**src/rtl/time_keeper_if.sv**
```systemverilog
`default_nettype none
//------------------------------------------------------------------------------
// Module      : time_keeper_if
// Description : Adjust-button inputs and BCD time-of-day outputs of time_keeper.
// Revision    : 1.0 - initial release
//------------------------------------------------------------------------------
interface time_keeper_if;
    logic       adj_hrs;
    logic       adj_min;
    logic       adj_sec;
    logic [3:0] sec_u;
    logic [3:0] sec_d;
    logic [3:0] min_u;
    logic [3:0] min_d;
    logic [3:0] hrs_u;
    logic [3:0] hrs_d;
    logic       sec_tick;

    modport master (
        output adj_hrs, adj_min, adj_sec,
        input  sec_u, sec_d, min_u, min_d, hrs_u, hrs_d, sec_tick
    );

    modport slave (
        input  adj_hrs, adj_min, adj_sec,
        output sec_u, sec_d, min_u, min_d, hrs_u, hrs_d, sec_tick
    );
endinterface
`default_nettype wire

```
**src/rtl/time_keeper.sv**
```systemverilog
`default_nettype none
//------------------------------------------------------------------------------
// Module      : time_keeper
// Description : 24-hour BCD clock with 1 Hz divider and push-button adjust.
// Revision    : 1.0 - initial release
//------------------------------------------------------------------------------
module time_keeper #(
    parameter int CLK_HZ = 31500000,
    parameter int DIV_W  = 25
) (
    input  wire logic     clk,
    input  wire logic     reset_n,
    time_keeper_if.slave  tk
);

    localparam logic [DIV_W-1:0] C_DIV_LAST = DIV_W'(CLK_HZ - 1);
    localparam logic [DIV_W-1:0] C_DIV_ONE  = DIV_W'(1);

    // Packed {tens, units}; saturating compares keep any stray value in range.
    function automatic logic [7:0] inc_mod60(input logic [7:0] v);
        logic [3:0] d;
        logic [3:0] u;
        d = v[7:4];
        u = v[3:0];
        if (u >= 4'd9) begin
            u = 4'd0;
            d = (d >= 4'd5) ? 4'd0 : d + 4'd1;
        end else begin
            u = u + 4'd1;
        end
        return {d, u};
    endfunction

    function automatic logic [7:0] inc_mod24(input logic [7:0] v);
        logic [3:0] d;
        logic [3:0] u;
        d = v[7:4];
        u = v[3:0];
        if ((d >= 4'd2) && (u >= 4'd3)) begin
            d = 4'd0;
            u = 4'd0;
        end else if (u >= 4'd9) begin
            u = 4'd0;
            d = d + 4'd1;
        end else begin
            u = u + 4'd1;
        end
        return {d, u};
    endfunction

    logic [DIV_W-1:0] r_div;
    logic [2:0]       r_sync1;
    logic [2:0]       r_sync2;
    logic [2:0]       r_hist;
    logic [7:0]       r_sec;
    logic [7:0]       r_min;
    logic [7:0]       r_hrs;
    logic             r_sec_tick;

    logic [2:0]       w_btn;
    logic [2:0]       w_edge;
    logic             w_edge_hrs;
    logic             w_edge_min;
    logic             w_edge_sec;
    logic             w_any_edge;
    logic             w_tick;
    logic             w_tick_eff;
    logic             w_sec_wrap;
    logic             w_min_wrap;
    logic [7:0]       w_sec_nx;
    logic [7:0]       w_min_nx;
    logic [7:0]       w_hrs_nx;
    logic [DIV_W-1:0] w_div_nx;

    assign w_btn      = {tk.adj_hrs, tk.adj_min, tk.adj_sec};
    assign w_edge     = r_sync2 & ~r_hist;
    assign w_edge_hrs = w_edge[2];
    assign w_edge_min = w_edge[1];
    assign w_edge_sec = w_edge[0];
    assign w_any_edge = |w_edge;

    assign w_tick     = (r_div == C_DIV_LAST);
    // An adjust always wins over a coincident tick; that second is dropped.
    assign w_tick_eff = w_tick & ~w_any_edge;

    assign w_sec_wrap = (r_sec == 8'h59);
    assign w_min_wrap = (r_min == 8'h59);

    always_comb begin
        w_div_nx = r_div + C_DIV_ONE;
        if (w_edge_sec || w_tick) begin
            w_div_nx = '0;
        end
    end

    always_comb begin
        w_sec_nx = r_sec;
        w_min_nx = r_min;
        w_hrs_nx = r_hrs;
        if (w_tick_eff) begin
            w_sec_nx = inc_mod60(r_sec);
            if (w_sec_wrap) begin
                w_min_nx = inc_mod60(r_min);
                if (w_min_wrap) begin
                    w_hrs_nx = inc_mod24(r_hrs);
                end
            end
        end
        if (w_edge_hrs) begin
            w_hrs_nx = inc_mod24(r_hrs);
        end
        if (w_edge_min) begin
            w_min_nx = inc_mod60(r_min);
        end
        if (w_edge_sec) begin
            w_sec_nx = 8'h00;
        end
    end

    always_ff @(posedge clk) begin
        if (!reset_n) begin
            r_div      <= '0;
            r_sync1    <= 3'b000;
            r_sync2    <= 3'b000;
            r_hist     <= 3'b000;
            r_sec      <= 8'h00;
            r_min      <= 8'h00;
            r_hrs      <= 8'h00;
            r_sec_tick <= 1'b0;
        end else begin
            r_div      <= w_div_nx;
            r_sync1    <= w_btn;
            r_sync2    <= r_sync1;
            r_hist     <= r_sync2;
            r_sec      <= w_sec_nx;
            r_min      <= w_min_nx;
            r_hrs      <= w_hrs_nx;
            r_sec_tick <= w_tick_eff;
        end
    end

    assign tk.sec_u    = r_sec[3:0];
    assign tk.sec_d    = r_sec[7:4];
    assign tk.min_u    = r_min[3:0];
    assign tk.min_d    = r_min[7:4];
    assign tk.hrs_u    = r_hrs[3:0];
    assign tk.hrs_d    = r_hrs[7:4];
    assign tk.sec_tick = r_sec_tick;

endmodule
`default_nettype wire

```
**src/flat_wrapper.sv**
```systemverilog
// flat-port wrapper written by rule: the top's interface ports become plain ports
module time_keeper_flat 
#(
    parameter int CLK_HZ = 31500000,
    parameter int DIV_W  = 25
)
  (clk, reset_n, tk_adj_hrs, tk_adj_min, tk_adj_sec, tk_sec_u, tk_sec_d, tk_min_u, tk_min_d, tk_hrs_u, tk_hrs_d, tk_sec_tick);
  time_keeper_if tk_i ();
  input  wire logic clk;
  input  wire logic reset_n;
  input wire logic [$bits(tk_i.adj_hrs)-1:0] tk_adj_hrs;
  input wire logic [$bits(tk_i.adj_min)-1:0] tk_adj_min;
  input wire logic [$bits(tk_i.adj_sec)-1:0] tk_adj_sec;
  output wire logic [$bits(tk_i.sec_u)-1:0] tk_sec_u;
  output wire logic [$bits(tk_i.sec_d)-1:0] tk_sec_d;
  output wire logic [$bits(tk_i.min_u)-1:0] tk_min_u;
  output wire logic [$bits(tk_i.min_d)-1:0] tk_min_d;
  output wire logic [$bits(tk_i.hrs_u)-1:0] tk_hrs_u;
  output wire logic [$bits(tk_i.hrs_d)-1:0] tk_hrs_d;
  output wire logic [$bits(tk_i.sec_tick)-1:0] tk_sec_tick;
  assign tk_i.adj_hrs = tk_adj_hrs;
  assign tk_i.adj_min = tk_adj_min;
  assign tk_i.adj_sec = tk_adj_sec;
  assign tk_sec_u = tk_i.sec_u;
  assign tk_sec_d = tk_i.sec_d;
  assign tk_min_u = tk_i.min_u;
  assign tk_min_d = tk_i.min_d;
  assign tk_hrs_u = tk_i.hrs_u;
  assign tk_hrs_d = tk_i.hrs_d;
  assign tk_sec_tick = tk_i.sec_tick;
  time_keeper #(.CLK_HZ(CLK_HZ), .DIV_W(DIV_W)) u_core (.clk(clk), .reset_n(reset_n), .tk(tk_i));
endmodule
```
**config.mk**
```make
export PLATFORM = sky130hd
export DESIGN_NAME = time_keeper_flat
export DESIGN_NICKNAME = d
export VERILOG_FILES = /design/src/rtl/time_keeper_if.sv /design/src/rtl/time_keeper.sv /design/src/flat_wrapper.sv
export SDC_FILE = /design/constraint.sdc
export NUM_CORES = 1
export LEC_CHECK = 0
export ABC_AREA = 1
export ABC_CLOCK_PERIOD_IN_PS = 1600
export CAP_MARGIN = 20
export CORE_ASPECT_RATIO = 0.5
export CORE_UTILIZATION = 52
export DETAILED_ROUTE_END_ITERATION = 16
export HOLD_SLACK_MARGIN = 0.06
export PLACE_DENSITY = 0.74
export SYNTH_ARGS = -nofsm -noshare
export SYNTH_HDL_FRONTEND = slang
export SYNTH_SLANG_ARGS = --single-unit
export TNS_END_PERCENT = 100
```
**constraint.sdc**
```tcl
create_clock -name clk -period 1.6 [get_ports clk]
set_input_delay 0.4 -clock clk [delete_from_list [all_inputs] [get_ports clk]]
set_output_delay 0.4 -clock clk [all_outputs]
set_load 0.1 [all_outputs]
```
## Yosys cells after proc, flatten, opt, wreduce, memory -nomap -nowiden

Cells that the tools add are included.

- Register bits: 59
- Bits of input ports: 5
- Output and inout bits: 25
- Word-level logic and storage cells: 60

- Add/sub/neg operators: 7
- Order comparisons: 7
- Equal/unequal tests: 3
- Mux-type cells: 16
- Bitwise logic cells: 5
- Reduce and logical (&&, ||, !) cells: 13

Operators by type and width:

| kind | count |
|---|---|
| $mux W8 | 7 |
| $mux W4 | 9 |
| $add A25 B1 Y25 const B | 1 |
| $eq A25 B25 Y1 const B | 1 |
| $add A4 B1 Y4 const B | 6 |
| $eq A8 B7 Y1 const B | 2 |
| $ge A4 B4 Y1 const B | 3 |
| $reduce_bool A2 Y1 | 5 |
| $ge A4 B2 Y1 const B | 2 |
| $ge A4 B3 Y1 const B | 2 |
| $reduce_and A2 Y1 | 2 |
| $reduce_or A2 Y1 | 2 |
| $and A3 B3 Y3 | 1 |
| $not A3 Y3 | 1 |
| $reduce_and A3 Y1 | 1 |
| $reduce_or A3 Y1 | 1 |
| $not A1 Y1 | 2 |
| $and A1 B1 Y1 | 1 |
| $logic_and A1 B1 Y1 | 1 |
| $logic_or A1 B1 Y1 | 1 |

## Longest topological paths before layout

Gate-level depths: netlist (run 1).

- Depth in word-level cells: 7
- Mapped depth: 11

## Worst setup path after synthesis (run 1)

Ideal clock, no wire load.

- Path type: reg2reg
- Start point: reg u_core.r_sec[0]
- End point: reg u_core.r_sec[7]
- Data arrival time: 2.154 ns
- Required time: 1.491 ns
- Path slack: -0.663 ns
- Stages on the path, launching flop included: 9
- Period minus slack after synthesis: 2.263 ns
- Path through: dfxtp_1 > ha_1 > nor2_1 > a21boi_0 > nand3_2 > nand2_2 > o21ai_1 > nand2_1 > inv_1

- Cells in the longest elaborated chain, start to end: 2

Ends and longest elaborated chain:

| element | line | text |
|---|---|---|
| start: declaration | time_keeper.sv:55 | `logic [7:0] r_sec;` |
| start signal: assignment | time_keeper.sv:135 | `r_sec <= w_sec_nx;` |
| $ge A4 B4 Y1 | time_keeper.sv:25 | `if (u >= 4'd9) begin` |
| $reduce_and A2 Y1 (no line) | -- |  |

Every way passes these cells.
A chain may end at the register's enable or synchronous reset.

## Worst setup path in the final report (run 1)

- Start point: reg u_core.r_sec[1]
- End point: reg u_core.r_min[2]

- Cells in the longest elaborated chain, start to end: 3

Ends and longest elaborated chain:

| element | line | text |
|---|---|---|
| $eq A8 B7 Y1 | time_keeper.sv:86 | `assign w_sec_wrap = (r_sec == 8'h59);` |
| $reduce_bool A2 Y1 (no line) | -- |  |
| $reduce_and A2 Y1 (no line) | -- |  |
| end signal: assignment | time_keeper.sv:136 | `r_min <= w_min_nx;` |
| end: declaration | time_keeper.sv:56 | `logic [7:0] r_min;` |

Every way passes these cells.

==> out/metrics.csv, run 1 <==
metric;value;unit
status;complete, but fails checks;
violations;negative setup slack;
drv_cap;0;
grt_max_degree;21;
via_per_inst;5.300;
die_x;114.4;um
synth_edf_count;0;
grt_pass1_vias;3035;
area_growth;49.75;%
ant_nets;0;
crit_type;flop to flop;
die_y;58.22;um
ys_seq_elements;59;
yosysUniqueCellTypes;42;
pre_cts_ws;-0.07103;ns
rr_startpoint;u_core.r_sec[1];
rows;20;
core-area;0.006081;mm2
syn_nets;485;
ir_worst_vdd;0.7928;mV
cts_root_buf;clkbuf_16;
drtPass1Iterations;6;
finalHoldViolations;0;
finalWirelength;8856;um
leakagePower;2.109;nW
max_slew.worst_pin.slew;0.3906;ns
rsz0062_at_grt;yes;
synthTopCellsByCount;92 x nand2_1, 67 x inv_1, 59 x dfxtp_1;
critPathMaxFanout;4;
grt_pass1_wl;12990;um
cts_tree;built;
required;1.82;ns
synth-main-ff-cell;dfxtp_1;
drtIter0Drc;232;
yosys.cell_count.top_type;nand2_1;
reg2reg_slack;-0.07;ns
synth.area.top_cells;dfxtp_1 36%, nand2_1 11%, inv_1 7.7%, ha_1 6.9%, nor2_1 6.6%;
drv_slew;0;
cp-end-kind;flop;
fin_crit_sh;104.3;%
multi_input_area;0.002022;mm2
route.detailed.drc;0;
nFillCells;368;
ff_latch_area;0.001255;mm2
final_cell_area;0.004922;mm2
detailed_place_hpwl;5505;um
ys_warn_count;0;
use_met3;8.159;%
post_drt_wl_per_cell;13.92;um
gp_congestion;0.8958;
num_antenna_cells;0;
synth_seq_area_share;35.93;%
cp-start-kind;flop;
period_needed;1.669;ns
use_met2;44.07;%
cts_sinks;59;
port_buffers;29;
worstReg2RegEnd;u_core.r_min[2];
yosysTopAreaCell;dfxtp_1;
async_flop_share;0;%
cp.arrival;1.89;ns
top_usage_layer;met2;
vias;3371;
fin_util;80.95;%
numCtsBuffers;9;
grt_usage;25.32;%
min_path_cells;2;
nNetsFinal;566;
timing.hold.ws;0.4175;ns
syn_area;0.003287;mm2
num_io_pins;30;
setup_violations;24;
start_util;54.05;%
fin_skew;0.005092;ns
clockBufferDepth;2;
grt_use_met1;29.99;%
relSlewSlack;73.72;%
fin_tns_setup;-0.6350;ns
setup_slack;-0.06855;ns
synth_area_per_cell;7.115;um2
power_density;768.0;mW/mm2
endpoint;u_core.r_min[2];
clock_latency;0.34;ns
placed_cell_area;0.004263;mm2
drive_above_1_share;35.04;%
postSynthCellCount;462;
ff2ff_path_depth;9;
fmaxAchievable;599.3;MHz
hold_path_class;flop to flop;
die_area;0.006662;mm2
grt-ovfl-total;0;
yosysTopAreaCellShare;35.93;%
clk_pin_slew_worst_paths;0.06;ns
htree_num_levels;3;
antenna_found_initial;0;
setup.worst_path.start;u_core.r_sec[1];
[cell type report]
cell class / instances / area share (%)
clock buffers: 10 / 5.084
clock inverters: 6 / 1.423
inverters: 74 / 5.745
multi-input cells: 324 / 41.08
flip-flops and latches: 59 / 25.50
well taps: 88 / 2.237
repair buffers: 74 / 18.81
repair inverters: 1 / 0.1271
[state kept, by name (all words and copies together), names as in the netlist]
signal / cells
u_core.r_min: 8
u_core.r_hrs: 8
u_core.r_sync2: 3
u_core.r_hist: 3
u_core.tk.sec_tick: 1
u_core.r_div: 25
u_core.r_sync1: 3
u_core.r_sec: 8
[per-layer routing]
| metal | share of wire, % | vias to the layer above |
|---|---|---|
| met4 | 3.0 | 0 |
| li1 | - | 1654 |
| met1 | 41 | 1557 |
| met3 | 5.5 | 34 |
| met2 | 50 | 126 |
| met5 | 0 | - |
[cells by family after synthesis]
family	after synthesis	share of synthesized area, %
buffers and inverters	80	10.05
DFF	59	35.93
and+or+nand+nor	241	35.63
xor gates and xnor gates	9	2.398
adders and majority gates	18	6.852
AOI/OAI and AO/OA	55	9.136
[through the flow]
step	cells	total power, mW
floorplan	462	1.637
global placement	609	1.703
detailed placement	609	1.707
CTS	626	3.754
global route	636	3.883
finish	636	3.780
[timing repair]
item	CTS	global route
pin swaps	4	10
hold buffers	0	0
resized for setup	8	57
setup endpoints to repair	40	45
gates cloned	0	3
buffers inserted	1	7
[layout by cell type, fill, tap and decap left out, drive strengths merged, types with 2 or more instances in the layout]
cell type      synthesis  routed
nor4                   4       4
clkbuf                 1      10
nand2                100     101
inv                   74      76
clkdlybuf4s50          0       4
buf                    5      70
ha                    18      18
a22oi                  2       2
a31oi                  2       2
nand4                 13      13
o21ai                 15      15
xor2                   8       8
nor2                  66      66
nor3                  13      13
clkinv                 0       4
dfxtp                 59      59
nand3                 39      39
nand3b                 2       2
a21oi                 32      32
[critical path, stage by stage (launching register included)]
cell and delay (ns):
dfxtp_4 0.36, inv_2 0.09, ha_4 0.14, nand4_1 0.11, nor2_2 0.22, nand4_4 0.18
buf_6 0.17, buf_4 0.13, nand3_1 0.07, a21oi_1 0.08
[worst min path at each step]
stage | to | startpoint
finish | u_core.r_sync2[1] | u_core.r_sync1[1]
global route | u_core.r_sync2[1] | u_core.r_sync1[1]
CTS | u_core.r_sync2[2] | u_core.r_sync1[2]
detailed placement | u_core.r_sync2[1] | u_core.r_sync1[1]
global placement | u_core.r_sync2[0] | u_core.r_sync1[0]
floorplan | u_core.r_sync2[0] | u_core.r_sync1[0]
[power breakdown]
group	switching [mW]	internal, mW
sequential	0.0158	1.47
combinational	0.148	0.0983
clock	0.739	1.31
total	0.902	2.88
Note: power is estimated with default switching activity, not from simulation.
==> run 2, diff against run 1 <==
--- a/config.mk
+++ b/config.mk
@@ -8,9 +8,12 @@
 export ABC_AREA = 1
 export ABC_CLOCK_PERIOD_IN_PS = 1600
 export CAP_MARGIN = 20
+export CELL_PAD_IN_SITES_DETAIL_PLACEMENT = 0
+export CELL_PAD_IN_SITES_GLOBAL_PLACEMENT = 1
 export CORE_ASPECT_RATIO = 0.5
-export CORE_UTILIZATION = 52
+export CORE_UTILIZATION = 38
 export DETAILED_ROUTE_END_ITERATION = 16
+export GPL_ROUTABILITY_DRIVEN = 1
 export HOLD_SLACK_MARGIN = 0.06
 export PLACE_DENSITY = 0.74
 export SYNTH_ARGS = -nofsm -noshare
==> run 2 against run 1 <==
The run still ends with negative setup slack left. Critical path depth up 2. Combinational power down 8%. Fmax up 1.6%. Via count down 4.5%. Total power up 4.7%. Sequential share of layout area down 0.75 points. Sequential cell count unchanged. Critical path type unchanged. Critical endpoint is now u_core.r_min[0]. Largest cell class unchanged. Largest power group unchanged. Highest routed layer unchanged.
==> out/metrics.csv, run 2 (synthesized netlist as in run 1, its figures left out) <==
metric;value;unit
status;complete, but fails checks;
violations;negative setup slack;
htree_num_levels;3;
core-area;0.008202;mm2
setup_violations;16;
num_io_pins;30;
area_growth;54.13;%
top_register;u_core.r_div;
power_frac_seq;37.5;%
hold_buffers;0;
ir_worst_vdd;0.5445;mV
largest_register_ffs;25;
maxUsedRoutingLayer;met4;
numCtsBuffers;9;
stdcell_count;671;
critPathMaxFanout;5;
hold_path_class;flop to flop;
cp-end-kind;flop;
multi_input_area;0.002038;mm2
rows;23;
clock_latency;0.34;ns
p_total;3.959;mW
drive_above_1_share;37.21;%
via_per_inst;4.799;
leakagePower;2.190;nW
antenna_found_initial;0;
start_util;40.08;%
cts_root_buf;clkbuf_16;
die_x;133.5;um
die_y;67.77;um
fmaxAchievable;608.7;MHz
power_density;781.4;mW/mm2
drv_cap;0;
wl_met1;3987;um
ant_nets;0;
route.detailed.drc;0;
crit_type;flop to flop;
vias;3220;
required;1.86;ns
drtPass1Iterations;4;
fin_crit_sh;102.7;%
post_drt_wl_per_cell;12.54;um
num_antenna_cells;0;
drtIter0Drc;168;
clockBufferDepth;2;
nFillCells;733;
worstReg2RegEnd;u_core.r_min[0];
grt_pass1_wl;13860;um
endpoint;u_core.r_min[0];
gp_congestion;0.8565;
fin_skew;0.004768;ns
drv_slew;0;
dp.cells;644;
final_common_cell;nand2_1;
rr_startpoint;u_core.r_div[0];
rsz0062_at_grt;yes;
setup.worst_path.start;u_core.r_div[0];
grt-ovfl-total;0;
relSlewSlack;75.06;%
ff2ff_path_depth;11;
p_clk_share;56.7;%
cts_tree;built;
cp.arrival;1.91;ns
nNetsFinal;577;
cts_sinks;59;
final_cell_mix;84 x nand2_1, 62 x inv_1, 53 x nor2_1;
ff_latch_area;0.001254;mm2
reg2reg_slack;-0.04;ns
port_buffers;29;
switching_share;21.21;%
grt_max_degree;21;
die_area;0.009048;mm2
p_sw;0.8399;mW
comb_power_share;5.7;%
internal_power;3.119;mW
finalWirelength;8415;um
grt_usage;20.34;%
dr_wl_met2;3882;um
cp-start-kind;flop;
wl_met3;383;um
period_needed;1.643;ns
grt_pass1_vias;2951;
detailed_place_hpwl;6125;um
finalHoldViolations;0;
setup_slack;-0.04286;ns
max_slew.worst_pin.slew;0.3712;ns
clk_pin_slew_worst_paths;0.05;ns
run 2: cell count changes in the layout (fill, tap and decap cells not counted), sizes merged:
cell	change
buf	+12
bufinv	+2
clkinv	-2
inv	-2
clkbuf	+1
run 2: worst min-delay path by stage:
stage                            startpoint                 to  slack (ns)  depth (start not counted)
after floorplan           u_core.r_sync1[0]  u_core.r_sync2[0]        0.39                          2
after global placement    u_core.r_sync1[1]  u_core.r_sync2[1]        0.39                          2
after detailed placement  u_core.r_sync1[0]  u_core.r_sync2[0]        0.40                          2
after CTS                 u_core.r_sync1[0]  u_core.r_sync2[0]        0.41                          2
after global routing      u_core.r_sync1[1]  u_core.r_sync2[1]        0.44                          2
final                     u_core.r_sync1[0]  u_core.r_sync2[0]        0.41                          2
run 2: cell type report:
type | count | share of cell area, %
repair buffers | 86 | 19.86
multi-input cells | 324 | 40.23
flip-flops and latches | 59 | 24.75
well taps | 112 | 2.766
inverters | 74 | 5.631
clock inverters | 5 | 1.976
clock buffers | 11 | 4.791
run 2: what timing repair did:
item | in CTS | in global routing
gates resized for setup | 32 | 42
pin swaps | 13 | 20
cloned | 1 | 0
setup buffers | 0 | 10
setup endpoints to repair | 46 | 48
run 2: per-stage QoR:
step	area, um2	setup TNS (ns)	hold WS, ns	utilization [%]	setup WS, ns
floorplan	3382	-0.002483	0.3905	-	-0.002483
global placement	4363	-2.296	0.3928	53.20	-0.09262
detailed placement	4363	-3.686	0.3997	53.20	-0.1157
CTS	4841	-0.7657	0.4126	59.02	-0.06496
global route	5066	-3.663	0.4361	61.77	-0.1531
finish	5066	-0.2492	0.4109	61.77	-0.04286
run 2: layer usage:
metal / vias up / GRT usage (%)
met5: - / 0
met4: 0 / 7.955
met3: 14 / 7.057
met2: 52 / 33.46
met1: 1472 / 24.82
li1: 1682 / -
run 2: power by group through the flow:
stage,sequential [mW],combinational [mW],clock [mW]
final,1.49,0.227,2.25
after global routing,1.49,0.250,2.35
after CTS,1.48,0.205,2.29
after detailed placement,1.51,0.189,0
after global placement,1.51,0.187,0
after floorplan,1.54,0.101,0
run 2: worst max-delay path, stage by stage (launching register included):
cell and delay, ns:
dfxtp_2 0.35, ha_4 0.15, nand2_4 0.05, nor2_4 0.10
buf_6 0.11, nand3_4 0.06, nor2_4 0.15, nand4_4 0.18
nand2_4 0.16, buf_6 0.12, nand2_2 0.04, a21oi_1 0.11
